<file path="src/rtl/load_store_unit_pkg.sv">
// rtl/load_store_unit_pkg.sv - shared types and constants for the load/store unit
package load_store_unit_pkg;

    localparam int unsigned LSU_DEPTH_WORDS_DEFAULT = 128;

    // Request access size as carried on reqSize.
    typedef enum logic [1:0] {
        SIZE_BYTE    = 2'b00,
        SIZE_HALF    = 2'b01,
        SIZE_WORD    = 2'b10,
        SIZE_INVALID = 2'b11
    } lsu_size_e;

    typedef enum logic [2:0] {
        ST_IDLE,
        ST_READ,
        ST_RMW_READ,
        ST_WRITE,
        ST_RESP
    } lsu_state_e;

endpackage

</file>
<file path="src/rtl/ls_lane_align.sv">
// rtl/ls_lane_align.sv - combinational load lane extraction and store lane merge
//
// Ports:
//   size_i      access size of the registered request
//   signed_i    sign-extend sub-word loads
//   offset_i    byte offset within the word (addr[1:0])
//   rdata_i     word read from memory
//   wdata_i     low 16 bits of the store data (sub-word stores only)
//   load_data_o right-aligned, extended load result
//   merged_o    rdata_i with the addressed lane replaced by store data
module ls_lane_align
    import load_store_unit_pkg::*;
(
    input  lsu_size_e   size_i,
    input  logic        signed_i,
    input  logic [1:0]  offset_i,
    input  logic [31:0] rdata_i,
    input  logic [15:0] wdata_i,
    output logic [31:0] load_data_o,
    output logic [31:0] merged_o
);

    logic [7:0]  byte_v;
    logic [15:0] half_v;

    always_comb begin
        // Little-endian lanes: byte lane = offset, halfword lane = offset[1].
        byte_v = rdata_i[{offset_i, 3'b000} +: 8];
        half_v = offset_i[1] ? rdata_i[31:16] : rdata_i[15:0];

        load_data_o = rdata_i;
        merged_o    = rdata_i;
        case (size_i)
            SIZE_BYTE: begin
                load_data_o = {{24{signed_i & byte_v[7]}}, byte_v};
                merged_o[{offset_i, 3'b000} +: 8] = wdata_i[7:0];
            end
            SIZE_HALF: begin
                load_data_o = {{16{signed_i & half_v[15]}}, half_v};
                merged_o[{offset_i[1], 4'b0000} +: 16] = wdata_i;
            end
            default: ;
        endcase
    end

endmodule

</file>
<file path="src/rtl/load_store_unit.sv">
// rtl/load_store_unit.sv - single-request load/store unit in front of a word memory
//
// Ports:
//   clock, resetN                          clock and asynchronous active-low reset
//   reqValid/reqReady/reqWrite/reqSize/
//   reqSigned/reqAddr/reqWdata              request channel
//   respValid/respReady/respData/respError  response channel
//   memAddress/memWriteData/memWrite/
//   memRead/memReadData                     word-wide data memory port
module load_store_unit
    import load_store_unit_pkg::*;
#(
    parameter int unsigned DEPTH_WORDS = LSU_DEPTH_WORDS_DEFAULT
) (
    input  logic        clock,
    input  logic        resetN,
    input  logic        reqValid,
    output logic        reqReady,
    input  logic        reqWrite,
    input  logic [1:0]  reqSize,
    input  logic        reqSigned,
    input  logic [31:0] reqAddr,
    input  logic [31:0] reqWdata,
    output logic        respValid,
    input  logic        respReady,
    output logic [31:0] respData,
    output logic        respError,
    output logic [31:0] memAddress,
    output logic [31:0] memWriteData,
    output logic        memWrite,
    output logic        memRead,
    input  logic [31:0] memReadData
);

    localparam logic [32:0] ADDR_LIMIT = 33'(4 * DEPTH_WORDS);

    lsu_state_e  state_q, state_d;
    lsu_size_e   size_q, size_d;
    logic        signed_q, signed_d;
    logic [31:0] addr_q, addr_d;
    logic [15:0] wdata_q, wdata_d;
    logic [31:0] mem_addr_q, mem_addr_d;
    logic [31:0] mem_wdata_q, mem_wdata_d;
    logic        mem_write_q, mem_write_d;
    logic [31:0] resp_data_q, resp_data_d;
    logic        resp_error_q, resp_error_d;

    lsu_size_e   req_size;
    logic        req_bad;
    logic [31:0] load_data;
    logic [31:0] merged_word;

    assign req_size = lsu_size_e'(reqSize);
    assign req_bad  = (req_size == SIZE_INVALID)
                   || (req_size == SIZE_HALF && reqAddr[0])
                   || (req_size == SIZE_WORD && reqAddr[1:0] != 2'b00)
                   || ({1'b0, reqAddr} >= ADDR_LIMIT);

    ls_lane_align u_lane_align (
        .size_i      (size_q),
        .signed_i    (signed_q),
        .offset_i    (addr_q[1:0]),
        .rdata_i     (memReadData),
        .wdata_i     (wdata_q),
        .load_data_o (load_data),
        .merged_o    (merged_word)
    );

    // Memory-side outputs are computed for the next state so they are
    // registered and stable for the whole cycle of a memory access.
    always_comb begin
        state_d      = state_q;
        size_d       = size_q;
        signed_d     = signed_q;
        addr_d       = addr_q;
        wdata_d      = wdata_q;
        mem_addr_d   = '0;
        mem_wdata_d  = '0;
        mem_write_d  = 1'b0;
        resp_data_d  = resp_data_q;
        resp_error_d = resp_error_q;

        case (state_q)
            ST_IDLE: begin
                if (reqValid) begin
                    size_d       = req_size;
                    signed_d     = reqSigned;
                    addr_d       = reqAddr;
                    wdata_d      = reqWdata[15:0];
                    resp_data_d  = '0;
                    resp_error_d = 1'b0;
                    if (req_bad) begin
                        state_d      = ST_RESP;
                        resp_error_d = 1'b1;
                    end else if (!reqWrite) begin
                        state_d    = ST_READ;
                        mem_addr_d = {reqAddr[31:2], 2'b00};
                    end else if (req_size == SIZE_WORD) begin
                        state_d     = ST_WRITE;
                        mem_addr_d  = {reqAddr[31:2], 2'b00};
                        mem_wdata_d = reqWdata;
                        mem_write_d = 1'b1;
                    end else begin
                        state_d    = ST_RMW_READ;
                        mem_addr_d = {reqAddr[31:2], 2'b00};
                    end
                end
            end
            ST_READ: begin
                state_d     = ST_RESP;
                resp_data_d = load_data;
            end
            ST_RMW_READ: begin
                state_d     = ST_WRITE;
                mem_addr_d  = {addr_q[31:2], 2'b00};
                mem_wdata_d = merged_word;
                mem_write_d = 1'b1;
            end
            ST_WRITE: begin
                state_d = ST_RESP;
            end
            ST_RESP: begin
                if (respReady) begin
                    state_d      = ST_IDLE;
                    resp_data_d  = '0;
                    resp_error_d = 1'b0;
                end
            end
            default: state_d = ST_IDLE;
        endcase
    end

    always_ff @(posedge clock or negedge resetN) begin
        if (!resetN) begin
            state_q      <= ST_IDLE;
            size_q       <= SIZE_BYTE;
            signed_q     <= 1'b0;
            addr_q       <= '0;
            wdata_q      <= '0;
            mem_addr_q   <= '0;
            mem_wdata_q  <= '0;
            mem_write_q  <= 1'b0;
            resp_data_q  <= '0;
            resp_error_q <= 1'b0;
        end else begin
            state_q      <= state_d;
            size_q       <= size_d;
            signed_q     <= signed_d;
            addr_q       <= addr_d;
            wdata_q      <= wdata_d;
            mem_addr_q   <= mem_addr_d;
            mem_wdata_q  <= mem_wdata_d;
            mem_write_q  <= mem_write_d;
            resp_data_q  <= resp_data_d;
            resp_error_q <= resp_error_d;
        end
    end

    assign reqReady     = (state_q == ST_IDLE);
    assign respValid    = (state_q == ST_RESP);
    assign respData     = resp_data_q;
    assign respError    = resp_error_q;
    assign memAddress   = mem_addr_q;
    assign memWriteData = mem_wdata_q;
    assign memWrite     = mem_write_q;
    assign memRead      = (state_q == ST_READ) || (state_q == ST_RMW_READ);

endmodule
</file>
<file path="config.mk">
export PLATFORM = sky130hd
export DESIGN_NAME = load_store_unit
export DESIGN_NICKNAME = d
export VERILOG_FILES = /design/src/rtl/load_store_unit_pkg.sv /design/src/rtl/ls_lane_align.sv /design/src/rtl/load_store_unit.sv
export SDC_FILE = /design/constraint.sdc
export NUM_CORES = 1
export LEC_CHECK = 0
export ABC_CLOCK_PERIOD_IN_PS = 4500
export BUFFER_PORTS_ARGS = -buffer_cell sky130_fd_sc_hd__buf_2
export CAP_MARGIN = 20
export CORE_MARGIN = 2
export CORE_UTILIZATION = 30
export CTS_CLUSTER_SIZE = 8
export DETAILED_ROUTE_END_ITERATION = 10
export HOLD_SLACK_MARGIN = 0.02
export PLACE_DENSITY = 0.5
export SYNTH_ARGS = -nofsm -noshare
export SYNTH_HDL_FRONTEND = slang
export SYNTH_SLANG_ARGS = --single-unit
</file>
<file path="constraint.sdc">
create_clock -name clock -period 4.5 [get_ports clock]
set_input_delay 0.675 -clock clock [delete_from_list [all_inputs] [get_ports clock]]
set_output_delay 0.675 -clock clock [all_outputs]
set_load 0.1 [all_outputs]
</file>
==> metrics.cfg <==
[global_route]
grt_pass1_vias = 6199
antenna_found_initial = 4
grt_max_degree = 95
grt.overflow.total = 0
grt_usage_pct = 19.7
grt_pass1_wl_mm = 38.8

[cts]
cts_root_buf = clkbuf_16
cts_tree = yes
holdBufCountCts = 0
clock_sink_count = 150
post_cts_buffers = 0
post_cts_resized = 0
cts-buffers-inserted = 17
path_clk_slew_ns = 0.07
htreeDepth = 4
clockBufferDepth = 2
insertion_delay_ns = 0.43

[power]
powerDensity_nw_per_um2 = 542
irDropWorstVdd_mv = 0.296
p_leak_uw = 0.00475

[synth]
yosysTopAreaCell = dfrtp_1
yosysMostFrequentCell = nand2_1
postSynth.asyncResetShare_pct = 100
synth_compound_area_share_pct = 19.6
synth_xor_area_share_pct = 0
synth_simple_gate_area_share_pct = 20.9
yosys_warnings = 0
synth_flop_cell = dfrtp_1
postSynthCellCount = 760
muxShareOfSynthArea_pct = 3.18
netlist_area_sq_um = 7440
synth.distinct_cells = 57
ys_seq_elements = 150
avgSynthCellArea_sq_um = 9.79
yosysTopAreaCellShare_pct = 50.5
synth_fa_ha_area_share_pct = 0.841
synth_common_cells = nand2_1 (205), dfrtp_1 (150), o21ai_0 (41)
ys_seq_area_share_pct = 50.5
synth_area_leaders = dfrtp_1 (50%), nand2_1 (10%), a221o_1 (3.8%), a32o_1 (3.0%), o21ai_0 (2.8%)
synth_top_family_by_area = simple AND/OR/NAND/NOR gates
synth_edf_count = 0

[detailed_routing]
drtAntennaViolNets = 0
detail_route.first_pass.iterations = 5
avgViaCountPerCell = 5.15
drc = 0
wirelength_mm = 25.6
drtIter0Drc = 488
wire_per_inst_microns = 20.0
vias = 6578

[floorplanning]
num_rows = 57
die_w_microns = 161
initial_core_util_pct = 30.6
die_area_sq_um = 26100
coreArea_sq_um = 24300
fp.dieH_microns = 161
io_pins = 205

[sta]
grt_setup_unrepaired = false
finalSetupViolCount = 0
relSlewSlack_pct = 26.5
min_period_ns = 2.85
drv_slew = 0
hold_viol = 0
fmax_mhz = 351
tns_ns = 0
skew_ns = 0.00936
period_share_pct = 63.3
worst_pin_slew_ns = 1.10

[worst_setup_path]
arrival_ns = 2.17
end_kind = output pin
path_max_fanout = 9
critical_path_class = flop to output pin
start_kind = flop
cp_data_required_time_ns = 3.83

[cells_and_area]
multi_input_area_sq_um = 3330
post-route-util_pct = 38.1
layout.nets = 1046
regArea_sq_um = 3750
layout-drive-gt1-share_pct = 30.2
area_delta_synth_final_pct = 24.7
fillerInstances = 2515

[status]
status = finished clean

[placed_design]
globalplace.congestion = 0.804
io_buffer_count = 202
dp.final_hpwl_mm = 17.9

[worst_hold_path]
hold_path.class = input pin to async pin

[run]
drv_cap = 0

[worst paths after layout]
| check | end | slack (ns) | from | cells past startpoint |
|---|---|---|---|---|
| setup / recovery | memRead | 1.65 | state_q[2]$_DFFE_PN0P_ | 4 |
| max in group asynchronous | respData[9]$_DFFE_PN0P_ | 3.37 | resetN | 2 |
| hold / removal | respData[21]$_DFFE_PN0P_ | 0.29 | resetN | 1 |
| setup reg to reg | memWriteData[5]$_DFF_PN0_ | 1.72 | addr_q[0]$_DFFE_PN0P_ | 7 |
| hold reg to reg | addr_q[22]$_DFFE_PN0P_ | 0.47 | addr_q[22]$_DFFE_PN0P_ | 2 |
| min in group clock | signed_q$_DFFE_PN0P_ | 0.45 | reqSigned | 3 |
[layout make-up]
class	count	share of cell area (%)
diodes	4	0.108
flip-flops and latches	150	40.5
repair buffers	218	12.5
clock inverters	14	1.43
clock buffers	18	4.63
multi-input cells	534	35.9
inverters	16	0.648
well taps	324	4.37
[metrics by stage]
stage | total power [uW] | instances | hold WS [ns] | area, sq um | setup WS, ns
finish | 5020 | 1278 | 0.287 | 9280 | 1.65
global route | 5320 | 1275 | 0.389 | 9270 | 1.52
CTS | 5030 | 1273 | 0.360 | 9250 | 1.66
detailed placement | 3630 | 1241 | 0.454 | 8690 | 1.53
global placement | 3620 | 1241 | 0.449 | 8690 | 1.57
floorplan | 3090 | 761 | 0.379 | 7440 | 1.05
[worst max-delay path, cell delays in order, from the launching register on]
cell and delay (ns):
dfrtp_1 0.50, nor2_1 0.32, nand2_1 0.33, nand2_1 0.15, buf_2 0.44
[layout by cell type (no fill, tap or decap), types with 5 or more instances in the layout]
master / count
ha_1: 5
o31ai_2: 11
inv_1: 16
o21ai_0: 41
nor3_1: 18
inv_6: 6
dfrtp_1: 149
o2111ai_1: 11
nand3_1: 16
mux2i_1: 9
a22oi_1: 16
nand2b_1: 10
clkbuf_16: 17
nor2_1: 17
o22ai_1: 5
mux4_2: 5
nor2b_1: 5
buf_4: 14
nand2_1: 205
o21a_1: 5
a32o_1: 22
a221o_1: 28
and2_1: 24
a21oi_1: 18
buf_2: 201
[flip-flops by register name, summed over array words and instances, names as in the netlist]
| signal | flops |
|---|---|
| signed_q | 1 |
| wdata_q | 16 |
| memAddress | 30 |
| respData | 32 |
| addr_q | 32 |
| respError | 1 |
| memWrite | 1 |
| state_q | 3 |
| memWriteData | 32 |
| size_q | 2 |
[logic make-up after synthesis]
family / count (synthesis)
buffers and inverters: 77
other: 1
and+or+nand+nor: 324
DFF: 150
AOI/OAI and AO/OA: 186
adders and majority gates: 5
muxes: 17
[layer usage]
layer / wire (microns) / track usage (%)
met1: 11700 / 28.3
met2: 11100 / 29.3
met3: 2310 / 5.26
met4: 387 / 5.15
met5: 17 / 0
[report_power, final]
group	leakage, uW	switching [uW]	internal (uW)
clock	0.000264	662	732
combinational	0.00248	1120	608
sequential	0.00201	329	1570
total	0.00475	2110	2910
No activity file was read; power rests on OpenSTA's default activity.
